[src/rtl/rwt_tag_pkg.sv]
// Shared types for the tag insert/extract pair: parser states and the descriptor word layout.
package rwt_tag_pkg;

    localparam int unsigned TAG_TTWIDTH_DEFAULT = 7;
    localparam int unsigned TAG_DWIDTH_DEFAULT  = 64;

    typedef enum logic [1:0] {
        S_DATA,
        S_ESC,
        S_TAG,
        S_TESC
    } tag_extract_state_t;

    typedef struct packed {
        logic [TAG_DWIDTH_DEFAULT-TAG_TTWIDTH_DEFAULT-1:0] reserved;
        logic [TAG_TTWIDTH_DEFAULT-1:0]                    tag_type;
    } tag_desc_t;

endpackage

[src/rtl/rwt_tag_extract_if.sv]
// Input and output AXIS streams of the tag extractor; slave is the extractor, master the far side.
interface rwt_tag_extract_if
    import rwt_tag_pkg::*;
#(
    parameter int unsigned DWIDTH  = TAG_DWIDTH_DEFAULT,
    parameter int unsigned TTWIDTH = TAG_TTWIDTH_DEFAULT
);

    logic [DWIDTH-1:0]  s_axi_tdata;
    logic               s_axi_tvalid;
    logic               s_axi_tready;
    logic               s_axi_tlast;
    logic [DWIDTH-1:0]  m_axi_tdata;
    logic               m_axi_tvalid;
    logic               m_axi_tready;
    logic               m_axi_tlast;
    logic               m_axi_tag_valid;
    logic [TTWIDTH-1:0] m_axi_tag_type;

    modport master (
        output s_axi_tdata, s_axi_tvalid, s_axi_tlast, m_axi_tready,
        input  s_axi_tready, m_axi_tdata, m_axi_tvalid, m_axi_tlast, m_axi_tag_valid,
        input  m_axi_tag_type
    );

    modport slave (
        input  s_axi_tdata, s_axi_tvalid, s_axi_tlast, m_axi_tready,
        output s_axi_tready, m_axi_tdata, m_axi_tvalid, m_axi_tlast, m_axi_tag_valid,
        output m_axi_tag_type
    );

endinterface

[src/rtl/rwt_axis_skid.sv]
// Two-entry register slice; ready depends only on the registered fill level.
module rwt_axis_skid #(
    parameter int unsigned WIDTH = 73
) (
    input  logic             clk,
    input  logic             reset,
    input  logic [WIDTH-1:0] in_data,
    input  logic             in_valid,
    output logic             in_ready,
    output logic [WIDTH-1:0] out_data,
    output logic             out_valid,
    input  logic             out_ready
);

    logic [WIDTH-1:0] mem_q [2];
    logic             rd_q;
    logic             wr_q;
    logic [1:0]       cnt_q;
    logic             push;
    logic             pop;

    assign in_ready  = (cnt_q != 2'd2);
    assign out_valid = (cnt_q != 2'd0);
    assign out_data  = mem_q[rd_q];
    assign push      = in_valid && in_ready;
    assign pop       = out_valid && out_ready;

    always_ff @(posedge clk) begin
        if (reset) begin
            mem_q[0] <= '0;
            mem_q[1] <= '0;
            rd_q     <= 1'b0;
            wr_q     <= 1'b0;
            cnt_q    <= 2'd0;
        end else begin
            if (push) begin
                mem_q[wr_q] <= in_data;
                wr_q        <= ~wr_q;
            end
            if (pop) begin
                rd_q <= ~rd_q;
            end
            unique case ({push, pop})
                2'b10:   cnt_q <= cnt_q + 2'd1;
                2'b01:   cnt_q <= cnt_q - 2'd1;
                default: cnt_q <= cnt_q;
            endcase
        end
    end

endmodule

[src/rtl/rwt_tag_extract.sv]
// Strips escape/descriptor words from a tagged AXIS stream and emits per-beat tag sideband.
// Optional RWT_TAG_EXTRACT_ERR_CNT_EN adds a saturating protocol error counter with clear.
module rwt_tag_extract
    import rwt_tag_pkg::*;
#(
    parameter int unsigned DWIDTH  = TAG_DWIDTH_DEFAULT,
    parameter int unsigned TTWIDTH = TAG_TTWIDTH_DEFAULT
) (
    input  logic              clk,
    input  logic              reset,
    input  logic              use_tags,
    input  logic [DWIDTH-1:0] tag_escape,
    rwt_tag_extract_if.slave  axi,
`ifdef RWT_TAG_EXTRACT_ERR_CNT_EN
    input  logic              err_clear,
    output logic [15:0]       err_count,
`endif
    output logic              proto_err
);

    tag_extract_state_t state_q, state_d;
    logic [TTWIDTH-1:0] type_q, type_d;
    logic               pkt_start_q;
    logic               tags_q;
    logic               proto_err_q;
    logic               s_ready;
    logic               accept;
    logic               tags_eff;
    logic               is_esc;
    logic               rsvd_bad;
    logic               last;
    logic               emit;
    logic               emit_tag;
    logic               err;
    logic [DWIDTH+TTWIDTH+1:0] skid_in;
    logic [DWIDTH+TTWIDTH+1:0] skid_out;

    assign axi.s_axi_tready = s_ready;
    assign accept   = axi.s_axi_tvalid && s_ready;
    assign last     = axi.s_axi_tlast;
    // use_tags is only honoured on the first beat of a packet, then held.
    assign tags_eff = pkt_start_q ? use_tags : tags_q;
    assign is_esc   = (axi.s_axi_tdata == tag_escape);
    assign rsvd_bad = |axi.s_axi_tdata[DWIDTH-1:TTWIDTH];

    always_comb begin
        state_d  = state_q;
        type_d   = type_q;
        emit     = 1'b0;
        emit_tag = 1'b0;
        err      = 1'b0;
        if (accept) begin
            if (!tags_eff) begin
                emit    = 1'b1;
                state_d = S_DATA;
            end else begin
                unique case (state_q)
                    S_DATA: begin
                        if (!is_esc) emit = 1'b1;
                        else if (last) err = 1'b1;
                        else state_d = S_ESC;
                    end
                    S_ESC: begin
                        state_d = S_DATA;
                        if (is_esc) begin
                            emit = 1'b1;
                        end else if (last || rsvd_bad) begin
                            err = 1'b1;
                        end else begin
                            type_d  = axi.s_axi_tdata[TTWIDTH-1:0];
                            state_d = S_TAG;
                        end
                    end
                    S_TAG: begin
                        state_d = S_DATA;
                        if (!is_esc) begin
                            emit     = 1'b1;
                            emit_tag = 1'b1;
                        end else if (last) begin
                            err = 1'b1;
                        end else begin
                            state_d = S_TESC;
                        end
                    end
                    S_TESC: begin
                        state_d  = S_DATA;
                        emit     = is_esc;
                        emit_tag = is_esc;
                        err      = !is_esc;
                    end
                    default: state_d = S_DATA;
                endcase
            end
        end
    end

    always_ff @(posedge clk) begin
        if (reset) begin
            state_q     <= S_DATA;
            type_q      <= '0;
            pkt_start_q <= 1'b1;
            tags_q      <= 1'b0;
            proto_err_q <= 1'b0;
        end else begin
            state_q     <= state_d;
            type_q      <= type_d;
            proto_err_q <= err;
            if (accept) begin
                pkt_start_q <= last;
                if (pkt_start_q) tags_q <= use_tags;
            end
        end
    end

    assign proto_err = proto_err_q;
    assign skid_in   = {axi.s_axi_tdata, last, emit_tag, emit_tag ? type_q : '0};

    rwt_axis_skid #(
        .WIDTH(DWIDTH + TTWIDTH + 2)
    ) u_skid (
        .clk      (clk),
        .reset    (reset),
        .in_data  (skid_in),
        .in_valid (emit),
        .in_ready (s_ready),
        .out_data (skid_out),
        .out_valid(axi.m_axi_tvalid),
        .out_ready(axi.m_axi_tready)
    );

    assign {axi.m_axi_tdata, axi.m_axi_tlast, axi.m_axi_tag_valid, axi.m_axi_tag_type} = skid_out;

`ifdef RWT_TAG_EXTRACT_ERR_CNT_EN
    logic [15:0] err_count_q;

    always_ff @(posedge clk) begin
        if (reset || err_clear) begin
            err_count_q <= 16'd0;
        end else if (err && (err_count_q != 16'hFFFF)) begin
            err_count_q <= err_count_q + 16'd1;
        end
    end

    assign err_count = err_count_q;
`endif

endmodule

[src/flat_wrapper.sv]
// flat-port wrapper written by rule: the top's interface ports become plain ports
module rwt_tag_extract_flat import rwt_tag_pkg::*;
#(
    parameter int unsigned DWIDTH  = TAG_DWIDTH_DEFAULT,
    parameter int unsigned TTWIDTH = TAG_TTWIDTH_DEFAULT
)
  (clk, reset, use_tags, tag_escape, proto_err, axi_s_axi_tdata, axi_s_axi_tvalid, axi_s_axi_tlast, axi_m_axi_tready, axi_s_axi_tready, axi_m_axi_tdata, axi_m_axi_tvalid, axi_m_axi_tlast, axi_m_axi_tag_valid, axi_m_axi_tag_type);
  rwt_tag_extract_if #(.DWIDTH(DWIDTH), .TTWIDTH(TTWIDTH)) axi_i ();
  input  logic clk;
  input  logic reset;
  input  logic use_tags;
  input  logic [DWIDTH-1:0] tag_escape;
  output logic proto_err;
  input wire logic [$bits(axi_i.s_axi_tdata)-1:0] axi_s_axi_tdata;
  input wire logic [$bits(axi_i.s_axi_tvalid)-1:0] axi_s_axi_tvalid;
  input wire logic [$bits(axi_i.s_axi_tlast)-1:0] axi_s_axi_tlast;
  input wire logic [$bits(axi_i.m_axi_tready)-1:0] axi_m_axi_tready;
  output wire logic [$bits(axi_i.s_axi_tready)-1:0] axi_s_axi_tready;
  output wire logic [$bits(axi_i.m_axi_tdata)-1:0] axi_m_axi_tdata;
  output wire logic [$bits(axi_i.m_axi_tvalid)-1:0] axi_m_axi_tvalid;
  output wire logic [$bits(axi_i.m_axi_tlast)-1:0] axi_m_axi_tlast;
  output wire logic [$bits(axi_i.m_axi_tag_valid)-1:0] axi_m_axi_tag_valid;
  output wire logic [$bits(axi_i.m_axi_tag_type)-1:0] axi_m_axi_tag_type;
  assign axi_i.s_axi_tdata = axi_s_axi_tdata;
  assign axi_i.s_axi_tvalid = axi_s_axi_tvalid;
  assign axi_i.s_axi_tlast = axi_s_axi_tlast;
  assign axi_i.m_axi_tready = axi_m_axi_tready;
  assign axi_s_axi_tready = axi_i.s_axi_tready;
  assign axi_m_axi_tdata = axi_i.m_axi_tdata;
  assign axi_m_axi_tvalid = axi_i.m_axi_tvalid;
  assign axi_m_axi_tlast = axi_i.m_axi_tlast;
  assign axi_m_axi_tag_valid = axi_i.m_axi_tag_valid;
  assign axi_m_axi_tag_type = axi_i.m_axi_tag_type;
  rwt_tag_extract #(.DWIDTH(DWIDTH), .TTWIDTH(TTWIDTH)) u_core (.clk(clk), .reset(reset), .use_tags(use_tags), .tag_escape(tag_escape), .axi(axi_i), .proto_err(proto_err));
endmodule
[config.mk]
export PLATFORM = sky130hd
export DESIGN_NAME = rwt_tag_extract_flat
export DESIGN_NICKNAME = d
export VERILOG_FILES = /design/src/rtl/rwt_tag_pkg.sv /design/src/rtl/rwt_tag_extract_if.sv /design/src/rtl/rwt_axis_skid.sv /design/src/rtl/rwt_tag_extract.sv /design/src/flat_wrapper.sv
export SDC_FILE = /design/constraint.sdc
export NUM_CORES = 1
export LEC_CHECK = 0
export CORE_MARGIN = 2
export CORE_UTILIZATION = 51
export DETAILED_ROUTE_END_ITERATION = 8
export GPL_TIMING_DRIVEN = 0
export PLACE_DENSITY = 0.81
export SETUP_SLACK_MARGIN = 0.5
export SLEW_MARGIN = 30
export SYNTH_ARGS = -nofsm -noshare
export SYNTH_HDL_FRONTEND = slang
export SYNTH_SLANG_ARGS = --single-unit
[constraint.sdc]
create_clock -name clk -period 13.7 [get_ports clk]
set_clock_uncertainty 0.2 [all_clocks]
set_input_delay 2.74 -clock clk [delete_from_list [all_inputs] [get_ports clk]]
set_output_delay 2.74 -clock clk [all_outputs]
set_load 0.02 [all_outputs]
### Word-level counts from Yosys, hierarchy flattened

Memories as Yosys holds them, arrays and structs flattened. A register that Yosys moved wholly into a read port is not among the register bits.
Index checks and enable logic that the tools add are counted.
W data, S select, Z words.

| operators by class | value |
|---|---|
| add/subtract/negate cells | 2 |
| equality and inequality tests | 9 |
| multiplexer cells | 34 |
| bitwise logic cells | 6 |
| reduce and logical (&&, ||, !) cells | 14 |

Operators by type and width:

| kind | number |
|---|---|
| $mux W73 | 1 |
| $reduce_or A73 Y1 | 1 |
| $eq A64 B64 Y1 | 1 |
| $reduce_or A57 Y1 | 1 |
| $mux W1 | 20 |
| $mux W2 | 7 |
| $pmux W2 S4 | 1 |
| $mux W7 | 1 |
| $eq A2 B2 Y1 const B | 3 |
| $ne A3 B3 Y1 const B | 2 |
| $not A1 Y1 | 6 |
| $pmux W1 S3 | 2 |
| $reduce_and A5 Y1 | 1 |
| $eq A2 B1 Y1 const B | 2 |
| $pmux W2 S2 | 1 |
| $reduce_bool A2 Y1 | 2 |
| $logic_and A1 B1 Y1 | 3 |
| $reduce_and A3 Y1 | 1 |
| $reduce_or A3 Y1 | 1 |
| $add A2 B1 Y2 const B | 1 |
| $logic_not A2 Y1 | 1 |
| $ne A2 B2 Y1 const B | 1 |
| $pmux W1 S2 | 1 |
| $reduce_or A2 Y1 | 1 |
| 3 further kinds | 3 |

| storage, ports and cells | value |
|---|---|
| bits in registers | 16 |
| memory bits (writable) | 146 |
| output and inout port bits | 76 |
| memories kept | 1 |

Memory list:

| name | depth | width | read ports | clocked after memory_dff | write ports | RTL line | source |
|---|---|---|---|---|---|---|---|
| u_core.u_skid.mem_q | 2 | 73 | 1 | 1 | 2 | rwt_axis_skid.sv:15 | `logic [WIDTH-1:0] mem_q [2];` |

### Logic depth before layout (Yosys ltp)

Gate-level depths: netlist of run 1.

| depth | value |
|---|---|
| word-level depth | 11 |
| gate-level depth with buffers | 13 |
| gate-level depth less buffers | 10 |

### Cells and area by module

A second synthesis of run 1 with hierarchy kept.

| second synthesis, totals | value |
|---|---|
| cell total of the unflattened synthesis | 681 |
| area, all modules | 8214.1 sq um |

Modules (own cells, without submodules):

| module | times used | cells each | area each (sq um) | sequential area each (sq um) |
|---|---|---|---|---|
| rwt_axis_skid | 1 | 496 | 6683.9 | 4484.3 |
| rwt_tag_extract | 1 | 185 | 1530.2 | 240.2 |

### Least setup slack after synthesis of run 1

Ideal clock, no wire load.

| path | value |
|---|---|
| path kind | in2reg |
| from | input port tag_escape[46] |
| to | memory u_core.u_skid.mem_q[1][0], enable pin |
| arrival time | 9543 ps |
| data required time | 12889 ps |
| slack | 3345 ps |
| stages on the path | 9 |
| buffers on the path | 3 |
| cells stage by stage | xnor2_1 > nand4_1 > nor4_1 > and4_1 > xnor2_1 > buf_4 > buf_6 > buf_6 > o31ai_1 |

RTL lines:

| item | RTL line | source |
|---|---|---|
| start: declaration | flat_wrapper.sv:12 | `input logic [DWIDTH-1:0] tag_escape;` |
| end: declaration | rwt_axis_skid.sv:15 |  |

==> results of run 1 <==
[worst reg2reg max path: cells and delay by family (launching register included)]
kind	cells	cell delay, ps
AOI/OAI and AO/OA	2	460
buffers and inverters	6	1930
DFF	1	350
and+or+nand+nor	3	690
[kinds of logic after synthesis]
logic type                 share of synthesized area
adders and majority gates                    0.00134
AOI/OAI and AO/OA                              0.200
DFF                                            0.508
muxes                                         0.0895
xor gates and xnor gates                      0.0640
buffers and inverters                         0.0464
and+or+nand+nor                               0.0914
[metrics by stage]
| step | setup WS (ps) | util | power, mW | std cells |
|---|---|---|---|---|
| 4_1_cts | 6660 | 0.697 | 2.04 | 1204 |
| 5_1_grt | 6530 | 0.697 | 2.11 | 1204 |
| 2_1_floorplan | 3350 | - | 1.18 | 724 |
| 3_5_place_dp | 6220 | 0.662 | 1.55 | 1172 |
| 3_3_place_gp | -1310 | 0.651 | 1.53 | 1162 |
| 6_report | 6590 | 0.697 | 2.05 | 1204 |
[layout by cell type (no fill, tap or decap), types with 20 or more instances in the layout]
master	netlist	layout
nand2_1	78	78
edfxtp_1	146	146
a2111oi_0	40	40
a2111oi_2	90	90
nand4_1	20	20
nor4_1	30	30
xnor2_1	67	67
clkdlybuf4s50_1	0	209
clkbuf_1	65	65
mux2_2	74	74
[flip-flops by register name (all words and copies together), names as in the netlist, named ones only]
register	count
u_core.pkt_start_q	1
u_core.tags_q	1
u_core.proto_err	1
u_core.u_skid.cnt_q	2
u_core.type_q	7
u_core.u_skid.rd_q	1
u_core.u_skid.wr_q	1
u_core.state_q	2
u_core.u_skid.mem_q	146
[report_power, final]
part           switching, mW  total, mW  leakage (nW)  internal (mW)
registers             0.0255      0.692          1.72          0.667
clock network          0.214      0.506         0.298          0.292
logic                  0.499      0.855          1.89          0.356
total                  0.738       2.05          3.91           1.31
[worst min path at each step]
stage	from	endpoint	slack (ps)	depth (start not counted)
after floorplan	u_core.tags_q$_SDFFE_PP0P_	u_core.tags_q$_SDFFE_PP0P_	230	2
after global placement	u_core.tags_q$_SDFFE_PP0P_	u_core.tags_q$_SDFFE_PP0P_	240	2
after detailed placement	u_core.tags_q$_SDFFE_PP0P_	u_core.tags_q$_SDFFE_PP0P_	260	2
after CTS	u_core.tags_q$_SDFFE_PP0P_	u_core.tags_q$_SDFFE_PP0P_	280	2
after global routing	u_core.tags_q$_SDFFE_PP0P_	u_core.tags_q$_SDFFE_PP0P_	310	2
final	u_core.tags_q$_SDFFE_PP0P_	u_core.tags_q$_SDFFE_PP0P_	270	2
[per-layer routing]
metal,wire (um),global-route usage,vias to the layer above
met2,14200,0.500,528
met3,2980,0.0666,87
li1,-,-,3408
met5,0,0,-
met1,11400,0.400,3770
met4,1470,0.149,0
[layout make-up]
cell class / count / area [sq um]
Sequential cell: 163 / 4720
Fill cell: 1278 / 5450
Multi-Input combinational cell: 469 / 4180
Buffer: 81 / 390
Inverter: 11 / 41.3
Clock buffer: 17 / 425
Clock inverter: 15 / 191
Timing Repair Buffer: 219 / 2280
Tap cell: 229 / 287
==> out/qor.yml, run 1 <==
place_congestion: 0.881
drt-total-wl_um: 30100
diodes: 0
cts_hold_buffers: 0
holdCritPathClass: "flip-flop to flip-flop"
slowest_stage: "nor4_1"
synth_common_cells: "edfxtp_1 (146), a2111oi_2 (90), nand2_1 (78)"
cts_sinks: 163
worstRegToRegCells: 11
clkSlewWorstSetupHoldPaths_ps: 70
port-buffer-count: 209
cap_violations: 0
clock_latency_ps: 440
clockRootBuffer: "clkbuf_16"
die_y_um: 139
hold_viol_final: 0
synth_top_area_share: 0.471
crit_top_cell: "buf_6"
worstSetupPathType: "input pin to flip-flop"
worstSetupEndpointType: "flip-flop"
seq_area_frac_synth: 0.508
antenna_found_initial: 0
dp_hpwl_um: 22200
syn_area_per_cell_sq_um: 12.9
async_flop_share: 0
clock_path_buffers: 2
synth.area.top_cells: "edfxtp_1 (47%), a2111oi_2 (15%), mux2_2 (9.0%)"
critPathTopFamily: "buffers and inverters"
r2r_setup_slack_ps: 9840
ir_worst_vdd_v: 0.000109
reg2reg_from: "u_core.u_skid.cnt_q[0]$_SDFFE_PP0P_"
drtIter0Drc: 952
grt_start_max_net_pins: 20
p_leak_nw: 3.91
io_pins: 210
critPathRequiredTime_ps: 13650
num_vias: 7793
synth_flop_cell: "edfxtp_1"
synth.distinct_cells: 36
grt_usage: 0.310
holdWs_ps: 272
cp-endpoint: "u_core.u_skid.mem_q[1][57]$_SDFFCE_PN0P_"
cp-startpoint: "axi_s_axi_tdata[4]"
cts_tree: "built"
path_max_fanout: 13
drc: 0
drive_gt1_frac: 0.233
slowest_delay_ps: 640
syn-cell-area_sq_mm: 0.00931
start_kind: "input pin"
tns_ps: 0
htreeDepth: 4
first_global_vias: 7813
fp.dieW_um: 139
arrival_ps: 7060
relSlewSlack: 0.437
core_sq_mm: 0.0180
yosysMostFrequentCell: "edfxtp_1"
numCtsBuffers: 17
tightest_slew_ps: 845
yosysTopAreaCell: "edfxtp_1"
fin_crit_ps: 7110
overflow: 0
synth_edf_count: 146
cts_resized: 0
post_cts_buffers: 0
design_area_sq_mm: 0.0125
drv_slew: 0
synth-seq-cells: 163
synthesis.nets: 859
synth_warnings: 0
viasPerCell: 6.47
outcome: "completed"
start_util: 0.518
r2r_end: "u_core.u_skid.mem_q[1][57]$_SDFFCE_PN0P_"
area_delta_synth_final_pct: 34.4
setup_violations: 0
path_depth: 14
place_area_sq_mm: 0.0119
fmax_mhz: 141
worstPathCellList: "clkdlybuf4s50_1 -> xnor2_1 -> nand4_1 -> nor4_1 -> and4_1 -> xnor2_1 -> buf_4 -> buf_6 -> buf_6 -> o31ai_4 -> buf_6 -> buf_6 -> buf_8 -> buf_8"
row_count: 49
powerDensity_mw_per_mm2: 164
worst-path-buf-inv: 8
rsz0062_at_grt: "no"
layout.nets: 1097
period_share: 0.519
ant_nets: 0
fp.dieArea_sq_mm: 0.0193
wl_per_cell_um: 25.0
drt-pass1-iter-count: 9
synth_cells: 724
grt_pass1_wl_um: 45500
Power figures use the tool's default switching activity.
==> inputs of run 2 (changes only) <==
- CORE_UTILIZATION: 51 -> 46
- PLACE_DENSITY: 0.81 -> 0.77
- clock period: 13.7 -> 5.8 ns (I/O delays scaled with it)
==> run 2 against run 1 <==
  * Design area barely moved
  * Core utilization fell by 7.2 points
  * Clock-buffer cell count rose by 1
  * Critical path depth fell by 1
  * Sequential cell count did not move
  * Power rose by 130%
  * Final cell count rose by 3.6%
  * Via count fell by 1.3%
  * Largest cell class unchanged
==> out/qor.yml, run 2 (synthesis gave the netlist of run 1 again) <==
drv_slew: 0
worstPathCellList: "clkdlybuf4s50_1 -> xnor2_1 -> nand4_1 -> nor4_1 -> and4_1 -> xnor2_1 -> buf_4 -> buf_6 -> buf_6 -> o31ai_4 -> buf_6 -> buf_6 -> buf_6"
drtIter0Drc: 805
layout_setup_ws_ps: 560
clock_latency_ps: 440
reg_top3: "u_core.u_skid.mem_q: 146 flops, u_core.type_q: 7 flops"
clockRootBuffer: "clkbuf_16"
hold_viol_final: 0
most-common-layout-cells: "clkdlybuf4s50_1 (209), edfxtp_1 (146), a2111oi_2 (90)"
fp.dieArea_sq_mm: 0.0214
numCtsBuffers: 17
worstSetupEndpointType: "flip-flop"
layout.nets: 1099
fmax_mhz: 191
drive_gt1_frac: 0.232
r2r_setup_slack_ps: 2190
port-buffer-count: 209
largest_reg_flops: 146
antenna_found_initial: 0
finish.utilization: 0.625
critPathRequiredTime_ps: 5740
critPathTopFamily: "buffers and inverters"
cts_hold_buffers: 0
start_util: 0.464
cts_sinks: 163
dp_hpwl_um: 22700
path_depth: 13
htreeDepth: 4
r2r_end: "u_core.u_skid.mem_q[1][50]$_SDFFCE_PN0P_"
largest-register: "u_core.u_skid.mem_q"
cts_resized: 0
diodes: 0
num_vias: 7693
drc: 0
period_share: 0.903
n_fill_cell: 1599
reg2reg_from: "u_core.u_skid.cnt_q[0]$_SDFFE_PP0P_"
overflow: 0
cts_tree: "built"
powerDensity_mw_per_mm2: 381
design_area_sq_mm: 0.0125
clkSlewWorstSetupHoldPaths_ps: 60
tns_ps: 0
rsz0062_at_grt: "no"
start_kind: "input pin"
worst-path-buf-inv: 7
worstSetupPathType: "input pin to flip-flop"
drt-total-wl_um: 30700
outcome: "completed"
regArea_sq_mm: 0.00472
slowest_stage: "nor4_1"
p_leak_nw: 3.90
cap_violations: 0
setup_violations: 0
relSlewSlack: 0.389
place_ws_ps: 118
hold-path-cell-count: 2
first_global_vias: 7870
drt-pass1-iter-count: 6
place_congestion: 0.878
cp-endpoint: "u_core.u_skid.mem_q[1][50]$_SDFFCE_PN0P_"
worstRegToRegCells: 10
die_y_um: 146
ant_nets: 0
ir_worst_vdd_v: 0.000239
cp-startpoint: "axi_s_axi_tdata[4]"
area_delta_synth_final_pct: 34.5
holdCritPathClass: "flip-flop to flip-flop"
arrival_ps: 5180
slowest_delay_ps: 620
wl_per_cell_um: 24.6
path_max_fanout: 11
core_sq_mm: 0.0200
row_count: 52
place_area_sq_mm: 0.0119
viasPerCell: 6.17
tightest_slew_ps: 916
fp.dieW_um: 146
multi_input_area_sq_mm: 0.00418
post_cts_buffers: 0
final_common_cell: "clkdlybuf4s50_1"
grt_start_max_net_pins: 21
grt_pass1_wl_um: 47000
grt_usage: 0.289
clock_path_buffers: 2
crit_top_cell: "buf_6"
fin_crit_ps: 5240
io_pins: 210
==> run 2: cell types whose count changed in the layout (fill, tap and decap cells not counted), sizes merged <==
cell / delta
bufinv: -1
clkbuf: +1
buf: +2
inv: -9
clkinv: +10
clkinvlp: -1
==> run 2: final cells by class <==
cell class                      instances  share of cell area
Clock buffer                           18              0.0343
Inverter                               11             0.00330
Clock inverter                         14              0.0112
Timing Repair Buffer                  221               0.182
Multi-Input combinational cell        469               0.333
Sequential cell                       163               0.377
Tap cell                              270              0.0270
Buffer                                 81              0.0312
==> run 2: worst min path at each step <==
stage,start,endpoint
after floorplan,u_core.tags_q$_SDFFE_PP0P_,u_core.tags_q$_SDFFE_PP0P_
final,u_core.tags_q$_SDFFE_PP0P_,u_core.tags_q$_SDFFE_PP0P_
after CTS,u_core.tags_q$_SDFFE_PP0P_,u_core.tags_q$_SDFFE_PP0P_
after global placement,u_core.tags_q$_SDFFE_PP0P_,u_core.tags_q$_SDFFE_PP0P_
after detailed placement,u_core.tags_q$_SDFFE_PP0P_,u_core.tags_q$_SDFFE_PP0P_
after global routing,u_core.pkt_start_q$_SDFFE_PP1P_,u_core.pkt_start_q$_SDFFE_PP1P_
==> run 2: layer usage <==
| layer | track usage | vias to the layer above | wire, um | share of wire |
|---|---|---|---|---|
| met5 | 0 | - | 0 | 0 |
| met4 | 0.141 | 0 | 1300 | 0.042 |
| met3 | 0.0622 | 70 | 2870 | 0.093 |
| met2 | 0.458 | 477 | 14500 | 0.47 |
| met1 | 0.379 | 3745 | 12000 | 0.39 |
| li1 | - | 3401 | - | - |
==> run 2: per-stage QoR <==
step | hold slack (ps) | power, mW | std cells
5_1_grt | 296 | 4.92 | 1247
6_report | 284 | 4.77 | 1247
3_3_place_gp | 244 | 3.59 | 1203
4_1_cts | 284 | 4.75 | 1246
2_1_floorplan | 234 | 2.77 | 724
3_5_place_dp | 269 | 3.66 | 1214
==> run 2: report_power, final <==
group	leakage (nW)	switching [mW]	internal, mW	total [mW]
registers	1.72	0.0622	1.57	1.64
logic	1.90	1.18	0.840	2.02
clock network	0.281	0.478	0.630	1.11
==> run 2: worst min-delay path: cells and delay by family (launching register included) <==
family / cells / cell delay [ps]
flip-flops: 1 / 320
AND/OR/NAND/NOR: 1 / 50
AO/OA/AOI/OAI: 1 / 60
==> inputs of run 3 (changes only) <==
- CAP_MARGIN: default -> 30
- REMOVE_ABC_BUFFERS: default -> 1
==> run 3 against run 2 <==
  * Wire length decreased by 11%
  * Setup slack improved by 200 ps
  * Sequential power grew 5%
  * Combinational power down 5%
  * Register-to-register slack gained 610 ps
  * Clock power about the same
  * Critical path depth unchanged
  * Die area unchanged
  * First-iteration DRC count down 28%
  * Global-route usage decreased by 3.2 points
  * Power about the same
  * Sequential cell count unchanged
  * Critical path type unchanged
  * Critical endpoint is now u_core.u_skid.mem_q[1][68]$_SDFFCE_PN0P_
  * Largest power group unchanged
==> out/qor.yml, run 3 (synthesis gave the netlist of run 1 again) <==
overflow: 0
largest_reg_flops: 146
layout.nets: 1039
ir_worst_vdd_v: 0.000361
area_delta_synth_final_pct: 34.6
drt-pass1-iter-count: 5
start_kind: "input pin"
hold_viol_final: 0
drt-total-wl_um: 27300
fmax_mhz: 198
wl_per_cell_um: 23.0
post_cts_buffers: 0
drive_gt1_frac: 0.264
place_ws_ps: 147
first_global_vias: 7180
worstSetupPathType: "input pin to flip-flop"
die_y_um: 146
cts_tree: "built"
holdCritPathClass: "flip-flop to flip-flop"
core_sq_mm: 0.0200
p_leak_nw: 3.94
arrival_ps: 4980
drv_slew: 0
port-buffer-count: 209
dp.cells: 1155
cts_sinks: 163
cap_violations: 0
grt_usage: 0.257
clockRootBuffer: "clkbuf_16"
r2r_setup_slack_ps: 2800
antenna_found_initial: 2
row_count: 52
grt_pass1_wl_um: 41900
powerDensity_mw_per_mm2: 381
place_congestion: 0.780
critPathRequiredTime_ps: 5730
relSlewSlack: 0.420
num_vias: 7175
largest-register: "u_core.u_skid.mem_q"
io_pins: 210
dp_hpwl_um: 19200
most-common-layout-cells: "clkdlybuf4s50_1 (209), edfxtp_1 (146), a2111oi_2 (90)"
setup_violations: 0
final_common_cell: "clkdlybuf4s50_1"
outcome: "completed"
path_max_fanout: 12
fp.dieW_um: 146
period_share: 0.869
fp.dieArea_sq_mm: 0.0214
layout_setup_ws_ps: 757
viasPerCell: 6.04
reg_top3: "u_core.u_skid.mem_q: 146 flops, u_core.type_q: 7 flops"
drc: 0
ant_nets: 0
htreeDepth: 4
power_mw: 4.77
grt_start_max_net_pins: 70
fin_crit_ps: 5040
clkSlewWorstSetupHoldPaths_ps: 70
numCtsBuffers: 17
clock_latency_ps: 420
start_util: 0.464
clock_path_buffers: 2
tns_ps: 0
stdcell_count: 1188
tightest_slew_ps: 868
rsz0062_at_grt: "no"
drtIter0Drc: 582
worstSetupEndpointType: "flip-flop"
[run 3: stage by stage]
step	instance area, sq um	hold slack, ps	util
floorplan	8920	228	-
global placement	11300	245	0.566
detailed placement	11900	267	0.595
CTS	12500	279	0.625
global route	12500	289	0.625
finish	12500	279	0.625
[run 3: cell type report]
cell class	instances	area, sq um
Clock inverter	13	149
Clock buffer	19	443
Tap cell	270	338
Antenna cell	1	2.50
Sequential cell	163	4730
Fill cell	1604	7510
Multi-Input combinational cell	469	4210
Inverter	11	51.3
Timing Repair Buffer	242	2600
[run 3: what timing repair did]
action / 4_1_cts / 5_1_grt
gates resized for setup: 0 / 1
endpoints found under the setup margin: 0 / 9
hold buffers: 0 / 0
[run 3: per-layer routing]
metal | share of wire | global-route usage | vias to the layer above
li1 | - | - | 3294
met1 | 0.42 | 0.343 | 3551
met2 | 0.49 | 0.417 | 281
met3 | 0.063 | 0.0528 | 47
met4 | 0.031 | 0.0966 | 2
met5 | 0.00037 | 0 | -
[run 3: power breakdown]
part / switching [mW] / internal (mW) / leakage (nW) / total [mW]
clock network: 0.485 / 0.654 / 0.288 / 1.14
logic: 1.04 / 0.873 / 1.93 / 1.91
registers: 0.143 / 1.58 / 1.72 / 1.72
[run 3: final timing paths]
path | start | endpoint | cells past startpoint
setup reg to reg | u_core.u_skid.wr_q$_SDFFE_PP0P_ | u_core.u_skid.mem_q[1][68]$_SDFFCE_PN0P_ | 7
hold / removal | u_core.type_q[4]$_SDFFE_PP0P_ | u_core.type_q[4]$_SDFFE_PP0P_ | 2
hold reg to reg | u_core.type_q[4]$_SDFFE_PP0P_ | u_core.type_q[4]$_SDFFE_PP0P_ | 2
setup / recovery | axi_s_axi_tdata[4] | u_core.u_skid.mem_q[1][68]$_SDFFCE_PN0P_ | 13
[run 3: worst max-delay path: stages]
cell,delay (ps)
clkdlybuf4s50_1,530
xnor2_1,440
nand4_1,240
nor4_1,410
and4_2,460
xnor2_2,180
buf_6,190
buf_4,190
o31ai_4,400
buf_6,230
buf_6,190
buf_8,170
buf_6,160
